[config.mk]
export PLATFORM = sky130hd
export DESIGN_NAME = sync_scan_seq_flat
export DESIGN_NICKNAME = d
export VERILOG_FILES = /design/src/rtl/sync_scan_seq_if.sv /design/src/rtl/sync_scan_seq.sv /design/src/flat_wrapper.sv
export SDC_FILE = /design/constraint.sdc
export NUM_CORES = 1
export LEC_CHECK = 0
export ABC_AREA = 1
export CORE_UTILIZATION = 53
export CTS_BUF_LIST = sky130_fd_sc_hd__clkbuf_4 sky130_fd_sc_hd__clkbuf_8 sky130_fd_sc_hd__clkbuf_16
export CTS_CLUSTER_SIZE = 25
export DETAILED_ROUTE_END_ITERATION = 7
export PLACE_DENSITY = 0.8
export SLEW_MARGIN = 20
export SYNTH_ARGS = -nofsm -noshare
export SYNTH_HDL_FRONTEND = slang
export SYNTH_SLANG_ARGS = --single-unit
[constraint.sdc]
create_clock -name ck -period 2.2 [get_ports ck]
set_clock_uncertainty 0.2 [all_clocks]
set_input_delay 0.33 -clock ck [delete_from_list [all_inputs] [get_ports ck]]
set_output_delay 0.33 -clock ck [all_outputs]
set_load 0.01 [all_outputs]
[src/rtl/sync_scan_seq_if.sv]
// Handshake and scan-chain signals between a host and the scan sequencer.
// The slave modport is the sequencer's view and the master modport is the host/chain side.
interface sync_scan_seq_if #(
  parameter int unsigned CHAIN_MAX = 8,
  parameter int unsigned DW        = 2 * CHAIN_MAX
);
  logic                               start;
  logic [$clog2(CHAIN_MAX + 1) - 1:0] cfg_len;
  logic [DW - 1:0]                    wr_data;
  logic                               so_in;
  logic                               ss;
  logic                               si;
  logic                               busy;
  logic                               done;
  logic                               err;
  logic [DW - 1:0]                    rd_data;

  modport master (
    output start, cfg_len, wr_data, so_in,
    input  ss, si, busy, done, err, rd_data
  );

  modport slave (
    input  start, cfg_len, wr_data, so_in,
    output ss, si, busy, done, err, rd_data
  );
endinterface

[src/rtl/sync_scan_seq.sv]
// Shift-and-capture sequencer for a chain of two-stage synchronizer cells.
// It shifts a pattern in LSB first, collects scan-out, and then pulses a single functional capture.
module sync_scan_seq #(
  parameter int unsigned CHAIN_MAX = 8,
  parameter int unsigned DW        = 2 * CHAIN_MAX
) (
  input logic            ck,
  input logic            rb,
  sync_scan_seq_if.slave bus
);
  localparam int unsigned CW = $clog2(2 * CHAIN_MAX);

  typedef enum logic [1:0] {StIdle, StShift, StCapture, StDone} state_e;

  state_e          r_state;
  logic [DW-1:0]   r_tx;
  logic [DW-1:0]   r_rd;
  logic [CW-1:0]   r_cnt;
  logic [CW-1:0]   r_idx;
  logic            r_ss;
  logic            r_si;
  logic            r_busy;
  logic            r_done;
  logic            r_err;

  logic            w_len_ok;
  logic [CW-1:0]   w_cnt_init;
  logic [DW-1:0]   w_tx_next;

  assign w_len_ok   = (bus.cfg_len != '0) && (32'(bus.cfg_len) <= CHAIN_MAX);
  assign w_cnt_init = CW'((32'd2 * 32'(bus.cfg_len)) - 32'd1);
  assign w_tx_next  = r_tx >> 1;

  always_ff @(posedge ck or negedge rb) begin
    if (!rb) begin
      r_state <= StIdle;
      r_tx    <= '0;
      r_rd    <= '0;
      r_cnt   <= '0;
      r_idx   <= '0;
      r_ss    <= 1'b0;
      r_si    <= 1'b0;
      r_busy  <= 1'b0;
      r_done  <= 1'b0;
      r_err   <= 1'b0;
    end else begin
      r_done <= 1'b0;
      r_err  <= 1'b0;
      unique case (r_state)
        StIdle: begin
          if (bus.start) begin
            if (w_len_ok) begin
              r_state <= StShift;
              r_tx    <= bus.wr_data;
              r_rd    <= '0;
              r_cnt   <= w_cnt_init;
              r_idx   <= '0;
              r_ss    <= 1'b1;
              r_si    <= bus.wr_data[0];
              r_busy  <= 1'b1;
            end else begin
              r_err <= 1'b1;
            end
          end
        end
        StShift: begin
          // si is kept registered as the bit tx[0] will hold after this shift.
          r_tx  <= w_tx_next;
          r_cnt <= r_cnt - 1'b1;
          r_idx <= r_idx + 1'b1;
          if (32'(r_idx) < DW) begin
            r_rd[r_idx] <= bus.so_in;
          end
          if (r_cnt == '0) begin
            r_state <= StCapture;
            r_ss    <= 1'b0;
            r_si    <= 1'b0;
          end else begin
            r_si <= w_tx_next[0];
          end
        end
        StCapture: begin
          r_state <= StDone;
          r_done  <= 1'b1;
        end
        StDone: begin
          r_state <= StIdle;
          r_busy  <= 1'b0;
        end
        default: r_state <= StIdle;
      endcase
    end
  end

  assign bus.ss      = r_ss;
  assign bus.si      = r_si;
  assign bus.busy    = r_busy;
  assign bus.done    = r_done;
  assign bus.err     = r_err;
  assign bus.rd_data = r_rd;
endmodule

[src/flat_wrapper.sv]
// flat-port wrapper written by rule: the top's interface ports become plain ports
module sync_scan_seq_flat 
#(
  parameter int unsigned CHAIN_MAX = 8,
  parameter int unsigned DW        = 2 * CHAIN_MAX
)
  (ck, rb, bus_start, bus_cfg_len, bus_wr_data, bus_so_in, bus_ss, bus_si, bus_busy, bus_done, bus_err, bus_rd_data);
  sync_scan_seq_if #(.CHAIN_MAX(CHAIN_MAX), .DW(DW)) bus_i ();
  input logic ck;
  input logic rb;
  input wire logic [$bits(bus_i.start)-1:0] bus_start;
  input wire logic [$bits(bus_i.cfg_len)-1:0] bus_cfg_len;
  input wire logic [$bits(bus_i.wr_data)-1:0] bus_wr_data;
  input wire logic [$bits(bus_i.so_in)-1:0] bus_so_in;
  output wire logic [$bits(bus_i.ss)-1:0] bus_ss;
  output wire logic [$bits(bus_i.si)-1:0] bus_si;
  output wire logic [$bits(bus_i.busy)-1:0] bus_busy;
  output wire logic [$bits(bus_i.done)-1:0] bus_done;
  output wire logic [$bits(bus_i.err)-1:0] bus_err;
  output wire logic [$bits(bus_i.rd_data)-1:0] bus_rd_data;
  assign bus_i.start = bus_start;
  assign bus_i.cfg_len = bus_cfg_len;
  assign bus_i.wr_data = bus_wr_data;
  assign bus_i.so_in = bus_so_in;
  assign bus_ss = bus_i.ss;
  assign bus_si = bus_i.si;
  assign bus_busy = bus_i.busy;
  assign bus_done = bus_i.done;
  assign bus_err = bus_i.err;
  assign bus_rd_data = bus_i.rd_data;
  sync_scan_seq #(.CHAIN_MAX(CHAIN_MAX), .DW(DW)) u_core (.ck(ck), .rb(rb), .bus(bus_i));
endmodule
# ---- Word level (Yosys, flattened, before mapping)
# Index checks and enable logic that the tools add are counted.
dict set report classes {
  n_eq_ne 6
  n_addsub 3
  muxes 32
  reduce_logical 11
  magnitude_cmp 3
}
# operator count
set op_table {}
lappend op_table {{16-bit two-way mux} 4}
lappend op_table {{16-bit case mux with 2 select lines} 2}
lappend op_table {{16-bit bitwise mux} 1}
lappend op_table {{4-bit two-way mux} 4}
lappend op_table {{4-bit case mux with 2 select lines} 2}
lappend op_table {{1-bit two-way mux} 11}
lappend op_table {{3-bit AND reduction} 3}
lappend op_table {{2-bit case mux with 4 select lines} 1}
lappend op_table {{4-bit by 1-bit subtractor with 4-bit output (second input constant)} 2}
lappend op_table {{2-bit two-way mux} 3}
lappend op_table {{1-bit case mux with 2 select lines} 3}
lappend op_table {{4-bit by 5-bit less-than comparator with 1-bit output (second input constant)} 1}
lappend op_table {{4-bit by 1-bit adder with 4-bit output (second input constant)} 1}
lappend op_table {{1-bit demux with 4-bit select} 1}
lappend op_table {{2-bit == test (second input constant)} 2}
lappend op_table {{4-bit by 1-bit greater-or-equal comparator with 1-bit output (second input constant)} 1}
lappend op_table {{4-bit <= comparator (second input constant)} 1}
lappend op_table {{4-bit zero test} 1}
lappend op_table {{2-bit by 1-bit inequality test with 1-bit output (second input constant)} 2}
lappend op_table {{4-bit AND reduction} 1}
lappend op_table {{2-bit nonzero test} 2}
lappend op_table {{4-bit nonzero test} 1}
lappend op_table {{2-bit by 1-bit == test with 1-bit output (second input constant)} 1}
lappend op_table {{1-bit logical AND} 2}
lappend op_table {{2 further kinds} 2}
dict set report totals {
  elab_cells 65
  register_bits 47
  out_inout_bits 21
}

# ---- Logic depth before layout (Yosys ltp)
# Gate-level depths: netlist of run 1.
dict set report depth {
  word_depth 6
  depth_mapped 11
  mapped_depth_nobuf 9
}

# ---- Least setup slack after synthesis of run 1
# OpenSTA, ideal clock, no wires.
dict set report synth_timing {
  path_type {register to register}
  startpoint {reg u_core.r_state[1]}
  endpoint {reg u_core.r_rd[11], in the netlist u_core.bus.rd_data[11]}
  slack_ns 0.417
  path_buffers 3
  arrival_ns 1.466
  stages_incl_launch_ff 12
  t_required_ns 1.883
  synth_period_minus_slack_ns 1.783
  setup_time_ns 0.117
  cell_sequence {dfrtp_1 inv_1 ha_1 buf_4 inv_2 or2_1 buf_2 nand2_4 buf_6 nand2_1 nand2_1 nand2_1}
}
dict set report synth_via {
  elab_chain_len 3
  elab_cells_between_ends 7
}
# element line
set synth_rtl {}
lappend synth_rtl {{start: declaration} sync_scan_seq.sv:15} ;# state_e r_state;
lappend synth_rtl {{start signal: assignment} sync_scan_seq.sv:36} ;# r_state <= StIdle;
lappend synth_rtl {{start signal: assignment} sync_scan_seq.sv:53} ;# r_state <= StShift;
lappend synth_rtl {{start signal: assignment} sync_scan_seq.sv:75} ;# r_state <= StCapture;
lappend synth_rtl {{2-bit by 1-bit == test with 1-bit output / 2-bit zero test (equally long branches)} sync_scan_seq.sv:49} ;# unique case (r_state)
lappend synth_rtl {{2-bit nonzero test (no line) (tied with other cells)} -}
lappend synth_rtl {{3-bit AND reduction (no line)} -}
lappend synth_rtl {{end signal: indexed assignment} sync_scan_seq.sv:72} ;# r_rd[r_idx] <= bus.so_in;
lappend synth_rtl {{end: declaration} sync_scan_seq.sv:17} ;# logic [DW-1:0] r_rd;
# Parallel ways exist; a longest one is shown, timed or not.
# A chain may end at the register's enable or synchronous reset.

# ---- Worst setup path after layout of run 1
dict set report layout_timing {
  startpoint {reg u_core.r_state[1]}
  endpoint {reg u_core.r_si, in the netlist u_core.bus.si}
}
dict set report layout_via {
  elab_chain_len 3
  elab_cells_between_ends 7
}
# element line
set layout_rtl {}
lappend layout_rtl {{2-bit by 1-bit == test with 1-bit output / 2-bit zero test (equally long branches)} sync_scan_seq.sv:49}
lappend layout_rtl {{2-bit nonzero test (no line) (tied with other cells)} -}
lappend layout_rtl {{3-bit AND reduction (no line)} -}
lappend layout_rtl {{end signal: assignment} sync_scan_seq.sv:59} ;# r_si <= bus.wr_data[0];
lappend layout_rtl {{end signal: assignment} sync_scan_seq.sv:79} ;# r_si <= w_tx_next[0];
lappend layout_rtl {{end: declaration} sync_scan_seq.sv:21} ;# logic r_si;
# Parallel ways exist; a longest one is shown, timed or not.

==> reports/qor.csv, run 1 <==
metric;value;unit
post-synthesis sequential area ratio;43.05;%
row cnt;25;
CTS H-tree lvls;2;
YS warnings;0;
Overall Power;3.773;mW
kind of critical path;flip-flop to flip-flop;
pwr dens;1149;nW/µm²
share of layout cells above drive strength 1;4.965;%
Fillers;422;
gpl congestion;0.7855;
clock sinks;46;
routed vias;2428;
Peak VDD IR;0.8603;mV
crit-path max FO;36;
worst min path class;flip-flop to flip-flop;
clock share of power;16.9;%
number of max-cap violations;0;
top cells by count, synth;nand2_1, nand3_1, dfrtp_1, inv_1, nor2_1;
largest net degree at the start of global routing;40;
P_int;2.167;mW
RSZ-0062 raised after global routing;no;
Tot GR Track Use;22.93;%
main flop type after synthesis;dfrtp_1;
sequential power share;33.6;%
Final setup viols;0;
Sw Pwr;1.606;mW
Setup Fix Bufs, Post-CTS;0;
Clock transition at path regs;0.08;ns
synthesis-to-finish area growth;22.79;%
antenna violations before repair;0;
run status;complete, no violations;
Syn Area/Cell;7.018;µm²
CTS buffer count;5;
TritonRoute pass-1 iters;4;
CTS tree;yes;
CP Data Required Time;2.24;ns
Yosys cell types;19;
nets@finish;456;
Leakage Power;1.706;nW
min cycle time layout;1.836;ns
Post-Syn Instances;381;
post-route ant nets;0;
most numerous cell in the Yosys netlist;nand2_1;
vias per cell;4.955;
Async SR Flop Fraction;100.0;%
port buffer count;44;
synthesized area;2674;µm²
chip height;73.03;µm
worst slew pin tran;0.7203;ns
first-pass GRT wire length;9418;µm
Remaining DRCs;0;
switch share;42.57;%
final wirelength;5518;µm
Yosys reg bits;46;
Setup crit end kind;flip-flop;
Comb power frac;49.5;%
deepest clock path buffer count;2;
post-synth top area share;43.05;%
Syn Nets;415;
Synth area leaders;dfrtp_1, nand2_1, nand3_1, ha_1, inv_1;
GRT Residual Overflow;0;
Fin Setup TNS;0;ns
worst skew pair latency;0.30;ns
IO Pins;45;
Final Hold Fails;0;
Startpoint Class;flip-flop;
vias in the first global route;2241;
Die X;73.03;µm
Starting Density;55.87;%
WP data arrival;1.87;ns
final worst path period share;83.44;%
Ant. Diodes;0;
number of flops mapped to enable cells by yosys;0;
fmax;544.7;MHz
Yosys top cell by area;dfrtp_1;
DR WL/cell;11.26;µm
total core area;4786;µm²
Slew headroom;51.98;%
Final HPWL DP;3826;µm
DIE AREA;5333;µm²
Max Slew Vio Count;0;
DRT iter0 DRCs;110;
CTS root buf;clkbuf_8;
==> power groups by stage <==
stage,Sequential (mW),Clock (mW),Combinational [mW]
3_3_place_gp,1.27,0,1.80
6_report,1.27,0.636,1.87
3_5_place_dp,1.28,0,1.87
4_1_cts,1.26,0.655,1.88
5_1_grt,1.29,0.687,2.13
2_1_floorplan,1.27,0,1.42
==> kinds of logic after synthesis <==
logic type      after synthesis  synth area share, %
buf+inv                      48                8.657
flops                        46                43.05
compound gates               17                3.182
xor+xnor                      2               0.6552
simple gates                258                39.78
fa+ha+maj                    10                4.679
==> area by class of cell <==
class / instances / area, µm² / area share (%)
Clock buffer: 7 / 83.83 / 2.553
Inverter: 28 / 105.1 / 3.201
Multi-Input combinational cell: 287 / 1291 / 39.33
Clock inverter: 1 / 30.03 / 0.9146
Tap cell: 67 / 83.83 / 2.553
Sequential cell: 46 / 1151 / 35.06
Timing Repair Buffer: 54 / 538.0 / 16.39
==> final timing paths <==
check,slack (ns),startpoint,cells after the start,to
setup reg to reg,0.36,u_core.r_state[1],7,u_core.bus.si
setup / recovery,0.36,u_core.r_state[1],7,u_core.bus.si
hold reg to reg,0.28,u_core.bus.rd_data[15],2,u_core.bus.rd_data[15]
hold / removal,0.28,u_core.bus.rd_data[15],2,u_core.bus.rd_data[15]
min in group asynchronous,0.42,rb,2,u_core.bus.rd_data[14]
max in group asynchronous,0.77,rb,3,u_core.r_tx[13]
==> flip-flops by register name, summed over array words and instances, names as in the netlist <==
| signal | flops |
|---|---|
| u_core.bus.busy | 1 |
| u_core.bus.done | 1 |
| u_core.bus.err | 1 |
| u_core.bus.rd_data | 16 |
| u_core.bus.si | 1 |
| u_core.bus.ss | 1 |
| u_core.r_cnt | 4 |
| u_core.r_idx | 4 |
| u_core.r_state | 2 |
| u_core.r_tx | 15 |
==> stage by stage <==
stage	cell area (µm²)	worst slack, ns	instances	hold slack, ns	utilization, %
3_3_place_gp	3159	0.1119	481	0.2187	66.01
2_1_floorplan	2674	0.4169	381	-0.1656	-
5_1_grt	3283	0.1921	490	0.3067	68.60
6_report	3283	0.3642	490	0.2824	68.60
4_1_cts	3283	0.3709	490	0.2827	68.60
3_5_place_dp	3159	0.06852	481	0.2275	66.01
==> cell usage in the layout, fill, tap and decap left out <==
cell type / netlist / layout
xnor2_1: 1 / 1
nor3_1: 8 / 8
dlygate4sd3_1: 0 / 1
or2_1: 1 / 1
nor2_1: 18 / 18
clkbuf_8: 0 / 5
buf_12: 0 / 2
inv_1: 27 / 27
nand2_4: 1 / 1
bufinv_16: 0 / 1
buf_2: 5 / 1
buf_4: 2 / 7
nand3_1: 54 / 54
nand2_1: 173 / 173
dfrtp_1: 46 / 46
or2_2: 1 / 1
clkbuf_4: 0 / 2
xor2_1: 1 / 1
nand4_1: 2 / 2
clkdlybuf4s50_1: 0 / 43
o21ai_0: 17 / 17
ha_1: 10 / 10
inv_2: 1 / 1
==> what timing repair did <==
item                                    4_1_cts  5_1_grt
endpoints found under the setup margin        0        0
gates resized for setup                       0        0
endpoints found under the hold margin        30        0
hold buffers                                  1        0
==> layer usage <==
layer,vias up,wire length (µm),part of all wire (%),track usage (%)
met2,51,2716,49,40.74
met1,1100,2554,46,27.90
li1,1272,-,-,-
met3,5,192,3.5,4.558
met4,0,54,0.98,6.972
met5,-,0,0,0
==> critical path, cell delays in order, from the launching register on <==
cell and delay (ns):
dfrtp_1 0.42, inv_1 0.09, ha_1 0.17, buf_4 0.33, nand2_1 0.24, o21ai_0 0.20, nand2_1 0.07, nand2_1 0.05
No activity file was read; power rests on OpenSTA's default activity.
==> inputs of run 2 (changes only) <==
--- a/config.mk
+++ b/config.mk
@@ -6,11 +6,11 @@
 export NUM_CORES = 1
 export LEC_CHECK = 0
 export ABC_AREA = 1
-export CORE_UTILIZATION = 53
+export CORE_UTILIZATION = 48
 export CTS_BUF_LIST = sky130_fd_sc_hd__clkbuf_4 sky130_fd_sc_hd__clkbuf_8 sky130_fd_sc_hd__clkbuf_16
 export CTS_CLUSTER_SIZE = 25
 export DETAILED_ROUTE_END_ITERATION = 7
-export PLACE_DENSITY = 0.8
+export PLACE_DENSITY = 0.76
 export SLEW_MARGIN = 20
 export SYNTH_ARGS = -nofsm -noshare
 export SYNTH_HDL_FRONTEND = slang
==> constraint.sdc (replaced) <==
create_clock -name ck -period 1.55 [get_ports ck]
set_clock_uncertainty 0.2 [all_clocks]
set_input_delay 0.2325 -clock ck [delete_from_list [all_inputs] [get_ports ck]]
set_output_delay 0.2325 -clock ck [all_outputs]
set_load 0.01 [all_outputs]
==> reports/qor.csv, run 2 (synthesis results as in run 1) <==
metric;value;unit;change
Setup crit end kind;flip-flop;;unchanged
Startpoint Class;flip-flop;;unchanged
crit path buf inv count;3;;was 2
synthesis-to-finish area growth;38.89;%;was 22.79%
Core Util, Final;70.90;%;was 68.60%
port buffer count;44;;unchanged
P_int;3.711;mW;was 2.167 mW
Comb power frac;58.5;%;was 49.5%
Reg area;1152;µm²;was 1151 µm²
vias in the first global route;2390;;was 2241
setup ws final;-0.1823;ns;was 0.3642 ns
design area;3714;µm²;was 3283 µm²
Fin Hold WS;0.1703;ns;was 0.2824 ns
Reg2Reg Setup Slack;-0.18;ns;was 0.36 ns
crit-path max FO;6;;was 36
CTS buffer count;5;;unchanged
gpl congestion;0.8262;;was 0.7855
crit-path cells;inv_2 > ha_4 > inv_2 > or2_4 > nand2_8 > clkbuf_16 > nand2_1 > nand2_1 > nand2_1;;was inv_1 > ha_1 > buf_4 > nand2_1 > o21ai_0 > nand2_1 > nand2_1
Final HPWL DP;3867;µm;was 3826 µm
pre-CTS setup slack;-0.5481;ns;was 0.06852 ns
uppermost layer routed;met4;;unchanged
row cnt;26;;was 25
worst slew pin tran;0.4045;ns;was 0.7203 ns
most frequent cells in the layout;nand2_1, nand3_1, dfrtp_1;;unchanged
Worst path top cell family by delay;simple AND/OR/NAND/NOR gates;;was buffers and inverters
area of the multi-input gates;1461;µm²;was 1291 µm²
Starting Density;51.05;%;was 55.87%
RSZ-0062 raised after global routing;yes;;was no
run status;finished, violations left;;was complete, no violations
switch share;43.06;%;was 42.57%
Final Non-Filler Cells;516;;was 490
clock share of power;13.5;%;was 16.9%
largest net degree at the start of global routing;40;;unchanged
final worst path period share;111.8;%;was 83.44%
antenna violations before repair;0;;unchanged
DIE AREA;5873;µm²;was 5333 µm²
Slowest cell on crit path;dfrtp_1;;unchanged
Ant. Diodes;0;;unchanged
CTS root buf;clkbuf_8;;unchanged
Final setup viols;42;;was 0
worst skew pair latency;0.31;ns;was 0.30 ns
Die X;76.64;µm;was 73.03 µm
Fillers;419;;was 422
Max Slew Vio Count;0;;unchanged
Clock transition at path regs;0.09;ns;was 0.08 ns
Max stage delay on crit path;0.41;ns;was 0.42 ns
WP data arrival;1.74;ns;was 1.87 ns
met3 WL;254;µm;was 192 µm
total core area;5238;µm²;was 4786 µm²
pwr dens;1755;nW/µm²;was 1149 nW/µm²
DR WL/cell;12.81;µm;was 11.26 µm
min cycle time layout;1.732;ns;was 1.836 ns
deepest clock path buffer count;2;;unchanged
Placed Area;3287;µm²;was 3159 µm²
Tot GR Track Use;22.12;%;was 22.93%
Peak VDD IR;1.570;mV;was 0.8603 mV
vias per cell;5.066;;was 4.955
DRT iter0 DRCs;148;;was 110
CTS tree;yes;;unchanged
GRT Residual Overflow;0;;unchanged
Fin Setup TNS;-5.830;ns;was 0 ns
Overall Power;6.517;mW;was 3.773 mW
kind of critical path;flip-flop to flip-flop;;unchanged
number of max-cap violations;0;;unchanged
share of layout cells above drive strength 1;18.83;%;was 4.965%
CTS H-tree lvls;2;;unchanged
post-route ant nets;0;;unchanged
final wirelength;6609;µm;was 5518 µm
met2 wire length;3376;µm;was 2716 µm
Leakage Power;1.964;nW;was 1.706 nW
IO Pins;45;;unchanged
first-pass GRT wire length;10340;µm;was 9418 µm
violated checks;negative setup slack;;
Sw Pwr;2.806;mW;was 1.606 mW
most used cell, CP;nand2_1;;unchanged
Placed Cells;496;;was 481
chip height;76.64;µm;was 73.03 µm
routed vias;2614;;was 2428
sequential power share;28.0;%;was 33.6%
TritonRoute pass-1 iters;4;;unchanged
worst min path class;input port to asynchronous set/reset pin;;was flip-flop to flip-flop
Final Hold Fails;0;;unchanged
commonest non-fill, non-tap cell in the layout;nand2_1;;unchanged
nets@finish;479;;was 456
number of flip-flops in the largest register;16;;unchanged
clock sinks;46;;unchanged
Slew headroom;73.03;%;was 51.98%
fmax;577.3;MHz;was 544.7 MHz
WL met1;2844;µm;was 2554 µm
Remaining DRCs;0;;unchanged
CP Data Required Time;1.56;ns;was 2.24 ns
[run 2: cell count changes in the layout (fill, tap and decap cells not counted), sizes merged]
cell / before / now
clkbuf: 7 / 11
dlygate4sd2: 0 / 21
buf: 10 / 29
nand2: 174 / 175
bufinv: 1 / 0
clkdlybuf4s50: 43 / 22
[run 2: worst paths after layout]
| path | end | from | cells after the start |
|---|---|---|---|
| setup / recovery | u_core.bus.rd_data[13] | u_core.r_state[1] | 9 |
| hold / removal | u_core.bus.rd_data[12] | rb | 2 |
| setup reg to reg | u_core.bus.rd_data[13] | u_core.r_state[1] | 9 |
| hold reg to reg | u_core.bus.rd_data[4] | u_core.bus.rd_data[4] | 2 |
| max in group asynchronous | u_core.r_state[0] | rb | 3 |
| min in group ck | u_core.bus.rd_data[4] | u_core.bus.rd_data[4] | 2 |
[run 2: repair_timing]
action	CTS	global route
buffers inserted	3	4
endpoints found under the setup margin	65	44
hold buffers	1	0
endpoints found under the hold margin	36	0
pin swaps	4	14
cloned	1	4
resized for setup	42	36
[run 2: layer usage]
| metal | up-vias | GRT usage (%) |
|---|---|---|
| met5 | - | 0 |
| met4 | 0 | 9.038 |
| met3 | 15 | 4.671 |
| met2 | 72 | 37.66 |
| met1 | 1207 | 27.15 |
| li1 | 1320 | - |
[run 2: cell type report]
cell class                      instances  area share [%]
Clock buffer                            8           2.965
Inverter                               28           2.830
Multi-Input combinational cell        288           39.35
Sequential cell                        46           31.03
Tap cell                               70           2.358
Timing Repair Buffer                   76           21.46
[run 2: power groups by stage]
stage	logic, mW	clock network [mW]	registers, mW
final	3.81	0.880	1.83
after global routing	4.21	0.956	1.85
after CTS	3.14	0.888	1.79
after detailed placement	2.92	0	1.81
after global placement	2.84	0	1.79
after floorplan	2.09	0	1.80
[run 2: worst reg2reg max path, stage by stage, from the launching register on]
cell and delay (ns):
dfrtp_1 0.41, inv_2 0.10, ha_4 0.14, inv_2 0.05, or2_4 0.30, nand2_8 0.13, clkbuf_16 0.16, nand2_1 0.05
nand2_1 0.05, nand2_1 0.05
